==> src/rtl/wn_axis_packet_source.sv <==
`default_nettype none
// ============================================================================
// Module      : wn_axis_packet_source
// Description : AXI-Stream packet generator. A start pulse launches a run of
//               cfg_num_pkts packets, each cfg_len beats long, separated by
//               cfg_gap idle cycles. tdata increments on every accepted beat
//               across the whole run, tuser carries the packet index, and
//               tlast marks the final beat of each packet. tready
//               backpressure is honoured: the presented beat is held stable
//               until it is accepted.
// Revision    : 1.0 - initial release
// ----------------------------------------------------------------------------
// Ports
//   clock          in   1     rising-edge clock
//   reset          in   1     asynchronous, active-high reset
//   start          in   1     one-cycle run request (IDLE/DONE only)
//   cfg_len        in   LENW  beats per packet (0 behaves as 1)
//   cfg_num_pkts   in   8     packets per run (0 suppresses the start)
//   cfg_gap        in   GAPW  tvalid-low cycles between packets
//   cfg_seed       in   DW    tdata of the first beat of the run
//   output_tvalid  out  1     beat valid
//   output_tready  in   1     sink ready
//   output_tdata   out  DW    beat data
//   output_tuser   out  UW    packet index (modulo 2^UW)
//   output_tlast   out  1     final beat of packet
//   busy           out  1     run in progress
//   done           out  1     one-cycle pulse at end of run
// ============================================================================
module wn_axis_packet_source #(
    parameter int DW   = 8,
    parameter int UW   = 8,
    parameter int LENW = 8,
    parameter int GAPW = 4
) (
    input  logic            clock,
    input  logic            reset,
    input  logic            start,
    input  logic [LENW-1:0] cfg_len,
    input  logic [7:0]      cfg_num_pkts,
    input  logic [GAPW-1:0] cfg_gap,
    input  logic [DW-1:0]   cfg_seed,
    output logic            output_tvalid,
    input  logic            output_tready,
    output logic [DW-1:0]   output_tdata,
    output logic [UW-1:0]   output_tuser,
    output logic            output_tlast,
    output logic            busy,
    output logic            done
);

    // ------------------------------------------------------------------
    // State encoding
    // ------------------------------------------------------------------
    localparam logic [1:0] S_IDLE = 2'd0;
    localparam logic [1:0] S_SEND = 2'd1;
    localparam logic [1:0] S_GAP  = 2'd2;
    localparam logic [1:0] S_DONE = 2'd3;

    logic [1:0]      state_q,   state_d;

    // Run configuration captured at start; later cfg_* changes are ignored.
    logic [LENW-1:0] len_m1_q,  len_m1_d;     // last beat index of a packet
    logic [7:0]      num_m1_q,  num_m1_d;     // last packet index of the run
    logic [GAPW-1:0] gap_q,     gap_d;

    // Progress counters
    logic [LENW-1:0] beat_q,    beat_d;
    logic [7:0]      pkt_q,     pkt_d;
    logic [GAPW-1:0] gap_cnt_q, gap_cnt_d;

    // Registered stream / status outputs
    logic            tvalid_q,  tvalid_d;
    logic [DW-1:0]   tdata_q,   tdata_d;
    logic [UW-1:0]   tuser_q,   tuser_d;
    logic            tlast_q,   tlast_d;
    logic            busy_q,    busy_d;
    logic            done_q,    done_d;

    // Helper terms
    logic            w_hs;
    logic            w_start_ok;
    logic            w_last_pkt;
    logic            w_adv_pkt;
    logic [LENW-1:0] w_beat_inc;
    logic [LENW-1:0] w_cfg_len_m1;

    assign w_hs         = tvalid_q & output_tready;
    assign w_start_ok   = start & (cfg_num_pkts != 8'd0);
    assign w_last_pkt   = (pkt_q == num_m1_q);
    assign w_beat_inc   = beat_q + LENW'(1);
    // A zero length is treated as a one-beat packet.
    assign w_cfg_len_m1 = (cfg_len == '0) ? '0 : (cfg_len - LENW'(1));

    // Moving on to beat 0 of the next packet happens either straight off a
    // tlast handshake (no gap) or at the end of the final gap cycle.
    assign w_adv_pkt = ((state_q == S_SEND) & w_hs & tlast_q & ~w_last_pkt
                        & (gap_q == '0))
                     | ((state_q == S_GAP) & (gap_cnt_q <= GAPW'(1)));

    // ------------------------------------------------------------------
    // State register
    // ------------------------------------------------------------------
    always_ff @(posedge clock or posedge reset) begin
        if (reset) begin
            state_q <= S_IDLE;
        end else begin
            state_q <= state_d;
        end
    end

    // ------------------------------------------------------------------
    // Next-state logic
    // ------------------------------------------------------------------
    always_comb begin
        state_d = state_q;
        case (state_q)
            // DONE accepts a new start, exactly like IDLE.
            S_IDLE, S_DONE: begin
                state_d = w_start_ok ? S_SEND : S_IDLE;
            end
            S_SEND: begin
                if (w_hs && tlast_q) begin
                    if (w_last_pkt) begin
                        state_d = S_DONE;
                    end else if (gap_q != '0) begin
                        state_d = S_GAP;
                    end else begin
                        state_d = S_SEND;
                    end
                end
            end
            S_GAP: begin
                if (gap_cnt_q <= GAPW'(1)) begin
                    state_d = S_SEND;
                end
            end
            default: begin
                state_d = S_IDLE;
            end
        endcase
    end

    // ------------------------------------------------------------------
    // Output / datapath next values
    // ------------------------------------------------------------------
    always_comb begin
        len_m1_d  = len_m1_q;
        num_m1_d  = num_m1_q;
        gap_d     = gap_q;
        beat_d    = beat_q;
        pkt_d     = pkt_q;
        gap_cnt_d = gap_cnt_q;
        tdata_d   = tdata_q;
        tuser_d   = tuser_q;
        tlast_d   = tlast_q;

        // Status and tvalid follow the state being entered, so they are
        // registered without any combinational path from tready.
        tvalid_d  = (state_d == S_SEND);
        busy_d    = (state_d == S_SEND) || (state_d == S_GAP);
        done_d    = (state_d == S_DONE);

        case (state_q)
            S_IDLE, S_DONE: begin
                if (w_start_ok) begin
                    len_m1_d  = w_cfg_len_m1;
                    num_m1_d  = cfg_num_pkts - 8'd1;
                    gap_d     = cfg_gap;
                    beat_d    = '0;
                    pkt_d     = '0;
                    gap_cnt_d = '0;
                    tdata_d   = cfg_seed;
                    tuser_d   = '0;
                    tlast_d   = (w_cfg_len_m1 == '0);
                end
            end
            S_SEND: begin
                if (w_hs) begin
                    if (!tlast_q) begin
                        beat_d  = w_beat_inc;
                        tdata_d = tdata_q + DW'(1);
                        tlast_d = (w_beat_inc == len_m1_q);
                    end else if (!w_last_pkt && (gap_q != '0)) begin
                        // Data fields keep their last values while idle.
                        gap_cnt_d = gap_q;
                    end
                end
            end
            S_GAP: begin
                gap_cnt_d = gap_cnt_q - GAPW'(1);
            end
            default: begin
            end
        endcase

        // Beat 0 of the next packet; data keeps counting across packets.
        if (w_adv_pkt) begin
            beat_d    = '0;
            pkt_d     = pkt_q + 8'd1;
            gap_cnt_d = '0;
            tdata_d   = tdata_q + DW'(1);
            tuser_d   = tuser_q + UW'(1);
            tlast_d   = (len_m1_q == '0);
        end
    end

    // ------------------------------------------------------------------
    // Datapath registers
    // ------------------------------------------------------------------
    always_ff @(posedge clock or posedge reset) begin
        if (reset) begin
            len_m1_q  <= '0;
            num_m1_q  <= '0;
            gap_q     <= '0;
            beat_q    <= '0;
            pkt_q     <= '0;
            gap_cnt_q <= '0;
            tvalid_q  <= 1'b0;
            tdata_q   <= '0;
            tuser_q   <= '0;
            tlast_q   <= 1'b0;
            busy_q    <= 1'b0;
            done_q    <= 1'b0;
        end else begin
            len_m1_q  <= len_m1_d;
            num_m1_q  <= num_m1_d;
            gap_q     <= gap_d;
            beat_q    <= beat_d;
            pkt_q     <= pkt_d;
            gap_cnt_q <= gap_cnt_d;
            tvalid_q  <= tvalid_d;
            tdata_q   <= tdata_d;
            tuser_q   <= tuser_d;
            tlast_q   <= tlast_d;
            busy_q    <= busy_d;
            done_q    <= done_d;
        end
    end

    assign output_tvalid = tvalid_q;
    assign output_tdata  = tdata_q;
    assign output_tuser  = tuser_q;
    assign output_tlast  = tlast_q;
    assign busy          = busy_q;
    assign done          = done_q;

endmodule
`default_nettype wire

==> config.mk <==
export PLATFORM = sky130hd
export DESIGN_NAME = wn_axis_packet_source
export DESIGN_NICKNAME = d
export VERILOG_FILES = /design/src/rtl/wn_axis_packet_source.sv
export SDC_FILE = /design/constraint.sdc
export NUM_CORES = 1
export LEC_CHECK = 0
export CORE_ASPECT_RATIO = 0.8
export CORE_MARGIN = 2
export CORE_UTILIZATION = 24
export CTS_CLUSTER_DIAMETER = 80
export DETAILED_ROUTE_END_ITERATION = 10
export MAX_ROUTING_LAYER = met4
export SYNTH_ARGS = -nofsm -noshare
export SYNTH_HDL_FRONTEND = slang
export SYNTH_SLANG_ARGS = --single-unit
==> constraint.sdc <==
create_clock -name clock -period 3.27 [get_ports clock]
set_input_delay 0.8175 -clock clock [delete_from_list [all_inputs] [get_ports clock]]
set_output_delay 0.8175 -clock clock [all_outputs]
set_load 0.02 [all_outputs]
---- Word level (Yosys, flattened, before mapping) ----
Cells that the tools add are included.
word-level totals
  input bits .............................. 32
  register bits after elaboration ......... 62
  memories ................................ 0
  memory bits (writable) .................. 0
  output and inout port bits .............. 20
  memory bits (read-only) ................. 0
  latch bits .............................. 0
  logic and storage cells ................. 94
cells by class
  add/sub/neg operators ................... 7
  shift-type cells ........................ 0
  multipliers ............................. 0
  $lt $le $gt $ge ......................... 1
  bitwise logic cells ..................... 9
  div/mod/pow operators ................... 0
  equality and inequality tests ........... 13
  muxes and demuxes ....................... 31
  reductions and logical operators ........ 20
operators with widths
  kind                                                                     number
  8-bit 2-to-1 mux                                                         12
  8-bit by 1-bit adder with 8-bit output, second input constant            4
  8-bit case mux with 2 select lines                                       2
  8-bit logical NOT                                                        3
  4-bit 2-to-1 mux                                                         5
  8-bit == test                                                            2
  8-bit by 1-bit subtractor with 8-bit output, second input constant       2
  3-bit inequality test, second input constant                             4
  4-bit case mux with 3 select lines                                       1
  2-bit == test, second input constant                                     4
  2-bit 2-to-1 mux                                                         4
  4-bit AND reduction                                                      2
  8-bit nonzero test                                                       1
  1-bit AND                                                                7
  2-bit case mux with 3 select lines                                       1
  1-bit 2-to-1 mux                                                         5
  2-bit by 1-bit == test with 1-bit output, second input constant          2
  4-bit by 1-bit <= comparator with 1-bit output, second input constant    1
  4-bit logical NOT                                                        1
  2-bit AND reduction                                                      2
  2-bit nonzero test                                                       2
  4-bit nonzero test                                                       1
  4-bit by 1-bit subtractor with 4-bit output, second input constant       1
  3-bit by 2-bit inequality test with 1-bit output, second input constant  1
  10 further kinds                                                         11

---- Depth between registers and ports, before layout ----
Gate-level depths: netlist of run 1.
  word-level depth ........................ 8
  mapped depth ............................ 9
  gate-level depth less buffers ........... 8

---- Worst setup path after synthesis of run 1 ----
Ideal clock, no wire load.
  path type ............................... in2reg
  start ................................... input cfg_num_pkts[0]
  end ..................................... register beat_q[7]
  setup time .............................. 0.120 ns
  buffers on the path ..................... 1
  arrival ................................. 2.562 ns
  data required time ...................... 3.150 ns
  stages .................................. 9
  setup slack ............................. 0.588 ns
  cell sequence ........................... inv_1 -> ha_1 -> nor4bb_1 -> a22o_1 -> or3_4 -> a31oi_1 -> buf_2 -> o21ai_0 -> a31o_2
on the way
  word-level cells in the longest chain between the ends .. 4
ends and longest elaborated chain
  what                                    RTL line  RTL
  start, declared                         39        input logic [7:0] cfg_num_pkts,
  8-bit nonzero test                      88        assign w_start_ok = start & (cfg_num_pkts != 8'd0);
  1-bit AND                               88
  3-bit inequality test (no source line)  -
  4-bit AND reduction (no source line)    -
  end signal, assigned                    228       beat_q <= beat_d;
  end, declared                           67        logic [LENW-1:0] beat_q, beat_d;
Every way passes these cells.
A chain may end at the register's enable or synchronous reset.

---- Final worst setup path of run 1 ----
  start ................................... input cfg_num_pkts[0]
  end ..................................... register beat_q[5]
Same word-level chain as after synthesis.

==> summary.txt, run 1 <==
Synthesis
  • #FFs+latches synth: 62
  • Most frequent cell after synthesis: dfrtp_1
  • Top flip-flop cell by instance count after synthesis: dfrtp_1
  • Sequential area share after synthesis: 0.4144
  • Netlist Area Pre-Place: 0.003744 mm^2
  • Cell type with the largest total area after synthesis: dfrtp_1
  • Number of unique standard cell types used by synthesis: 52
  • Number of nets in the synthesized netlist: 471
  • Post-synthesis instance total: 425
  • Synth Warn #: 0
  • Synth cell count leaders: 62 x dfrtp_1, 54 x nand2_1, 36 x o21ai_0, 24 x nand3_1, 24 x nor2_1
  • Post-Syn Area per Cell: 8.808 um^2
  • Synth top area share: 0.4144
  • Synth top area cells: dfrtp_1 41%, nand2_1 5.4%, xnor2_1 5.1%
  • FFs w/ async S/R, synth: 1.000
  • Post-synth EDFFs: 0

Layout
  • Fraction of layout cells with a size suffix above 1: 0.09495
  • Final Instance Count excl. Fillers: 705
  • Antenna Cells: 0
  • Design Area, Final: 0.004925 mm^2
  • Area grow syn2layout: 31.55%
  • Count of nets after finishing: 536

Timing
  • Final max-slew violation count: 0
  • Tmin final: 2938 ps
  • Endpoints failing setup: 0
  • Unrepaired setup endpoints after global routing: false
  • Tcrit/Tclk final: 0.8984
  • Hold violation count in the final report: 0
  • Worst setup skew after layout: 8.088 ps
  • Max frequency: 340.4 MHz
  • Transition time at the pin with the least slew margin: 721.1 ps
  • Tightest slew margin relative to the limit: 0.5175

Routing
  • Total via count after detailed routing: 3374
  • Antenna Violating Nets Remaining: 0
  • DRC errors left: 0
  • Post-detailed-routing wire length: 9867 um
  • Detailed router's first-iteration violation count: 213
  • Pre-antenna DRT Iters: 6
  • Number of vias per cell after detailed routing: 4.786
  • Detailed-route wire length per cell: 14.00 um

Place
  • Placed instance count: 689
  • Detailed placer's ending HPWL: 7250 um
  • Input/output buffers: 51
  • Standard cell area after detailed placement: 0.004599 mm^2
  • Placer's final routability congestion estimate: 0.8176

Worst setup path
  • Arrival time worst endpoint: 3200 ps
  • Crit-path cells: clkdlybuf4s50_1, inv_1, ha_1, nor4bb_1, a22o_1, or3_4, or4b_4, nor4_1, a31o_2
  • Worst-path cell with the longest stage delay: or4b_4
  • Number of stages on the worst setup path: 9
  • Max stage delay on crit path: 520 ps
  • Required time of the critical path: 3540 ps
  • Number of buffers and inverters on the critical path: 2
  • R2r endpoint: beat_q[5]
  • Start point of the critical path: cfg_num_pkts[0]
  • R2R Setup Slk: 690 ps
  • Setup crit end: beat_q[5]
  • Kind of cell adding the most delay to the critical path: simple AND/OR/NAND/NOR gates
  • Depth of the most critical reg-to-reg path: 8
  • RR Startpoint: state_q[0]
  • Peak fanout along the critical path: 4
  • Element type at the critical path end: flop
  • Critical Path Start Type: primary input
  • Classification of the worst setup path: primary input to flop

Clock tree
  • Sinks on Clock Net: 62
  • Clock tree from TritonCTS: built
  • Clock slew at the register clock pins of the worst setup and hold paths: 60 ps
  • CTS-repair resized insts: 0
  • Clk_lat worst skew: 330 ps
  • Clock Root Buffer: clkbuf_16
  • Number of buffers created by CTS: 9
  • Clock buffer depth: 2
  • Post-CTS Hold Buffers: 0
  • Number of H-tree levels: 3
  • Post-CTS setup repair buffer count: 0

Power
  • Peak VDD IR: 0.0002653 V
  • Portion of total power attributed to combinational logic: 0.400
  • Clock network fraction of total power: 0.268
  • Power per cell area: 788.6 mW/mm^2
  • Switching power as a share of total power: 0.3772
  • Sequential Power Share: 0.332
  • Net load switching power: 1.465 mW
  • Cell leakage power: 2.127 nW
  • Cell internal power dissipation: 2.419 mW

Die
  • Die Area: 0.01662 mm^2
  • Die boundary width: 143.6 um
  • Height of the die: 115.7 um
  • Std-Cell Core Area: 0.01511 mm^2
  • Number of ports placed on the die boundary: 52
  • Number of rows in the core area: 40
  • Initial Util: 0.2477

GRT
  • Remaining Overflow, GRT: 0
  • Total routing usage reported by global routing: 0.1322
  • Number of global-route vias before repair: 3468
  • Initial antenna violation count: 0
  • First-pass GRT wire length: 17100 um
  • Largest net degree at the start of global routing: 35

Worst hold path
  • Min-delay worst type: flop to flop

Run status
  • Outcome: completed

Flow run
  • Max capacitance violation total: 0
state kept, by name, summed over array words and instances (netlist names):
name	cells
output_tuser	8
len_m1_q	8
num_m1_q	8
output_tvalid	1
output_tlast	1
beat_q	8
pkt_q	8
gap_cnt_q	4
busy	1
output_tdata	8
done	1
state_q	2
gap_q	4
cell type report:
class | count | area [um^2]
clock buffer | 11 | 242.7
sequential | 62 | 1551
clock inverter | 5 | 82.58
inverter | 19 | 71.32
tap | 210 | 262.8
timing repair buffer | 68 | 650.6
fill | 1610 | 10190
multi-input combinational | 330 | 2063
worst min-delay path by stage:
stage | cells after the start | to | from | slack (ps)
detailed placement | 2 | num_m1_q[2] | num_m1_q[2] | 490
floorplan | 2 | gap_q[2] | gap_q[2] | 470
CTS | 2 | num_m1_q[7] | num_m1_q[7] | 510
global placement | 2 | num_m1_q[2] | num_m1_q[2] | 490
global route | 2 | gap_q[0] | gap_q[0] | 550
finish | 2 | num_m1_q[2] | num_m1_q[2] | 500
metal layers:
layer	up-vias	wire, um	track usage
li1	1674	-	-
met2	68	4755	0.2143
met1	1624	4675	0.1697
met3	8	360	0.02645
met5	-	0	-
met4	0	75	0.03464
power groups by stage:
stage	Combinational, mW	Sequential (mW)	Clock, mW
detailed placement	1.56	1.30	0
floorplan	1.00	1.31	0
global placement	1.51	1.29	0
global route	1.78	1.33	1.10
CTS	1.57	1.29	1.06
finish	1.55	1.29	1.04
cell usage in the layout, fill, tap and decap left out, drive strengths merged, types with 5 or more instances in the layout:
cell            n
o21ai          37
a21oi          18
buf            17
a22oi           7
xnor2          22
inv            19
xor2           10
nor4            7
nor2b           5
nor3           18
nand3          24
clkdlybuf4s50  51
nor2           24
and3           12
a31oi           5
a22o            8
a21o            7
ha             14
a31o            5
o211ai          6
clkbuf         11
dfrtp          62
nand2          54
worst register-to-register path: stages, from the launching register on:
cell      delay (ps)
dfrtp_1          370
inv_1             70
ha_1             400
nor4bb_1         170
a22o_1           240
or3_4            380
or4b_4           520
nor4_1           220
a31o_2           150
per-stage QoR:
| step | hold slack, ps | utilization | power [mW] | worst slack, ps | setup TNS, ps |
|---|---|---|---|---|---|
| 2_1_floorplan | 468.4 | - | 2.315 | 588.3 | 0 |
| 3_3_place_gp | 487.9 | 0.3043 | 2.806 | 64.48 | 0 |
| 3_5_place_dp | 494.1 | 0.3043 | 2.860 | -15.03 | -15.03 |
| 4_1_cts | 506.7 | 0.3258 | 3.916 | 355.4 | 0 |
| 5_1_grt | 551.9 | 0.3258 | 4.198 | 163.1 | 0 |
| 6_report | 501.9 | 0.3258 | 3.884 | 332.3 | 0 |
logic make-up after synthesis:
logic type / synth area share
and+or+nand+nor: 0.2243
AOI/OAI and AO/OA: 0.1935
DFF: 0.4144
buffers and inverters: 0.03443
xor gates and xnor gates: 0.07486
adders and majority gates: 0.04679
muxes: 0.01170
Power figures use the tool's default switching activity.
==> inputs of run 2 (changes only) <==
--- a/config.mk
+++ b/config.mk
@@ -10,6 +10,7 @@
 export CORE_UTILIZATION = 24
 export CTS_CLUSTER_DIAMETER = 80
 export DETAILED_ROUTE_END_ITERATION = 10
+export GPL_ROUTABILITY_DRIVEN = 0
 export MAX_ROUTING_LAYER = met4
 export SYNTH_ARGS = -nofsm -noshare
 export SYNTH_HDL_FRONTEND = slang
==> constraint.sdc (replaced) <==
create_clock -name clock -period 3.27 [get_ports clock]
set_input_delay 0.8175 -clock clock [delete_from_list [all_inputs] [get_ports clock]]
set_output_delay 0.8175 -clock clock [all_outputs]
set_load 0.01 [all_outputs]
==> results of run 2 <==
The final DEF is identical to that of run 1. Status: completed.
Among the figures that moved: total power 3.884 mW -> 3.831 mW; worst IR drop on VDD 0.0002653 V -> 0.0002651 V
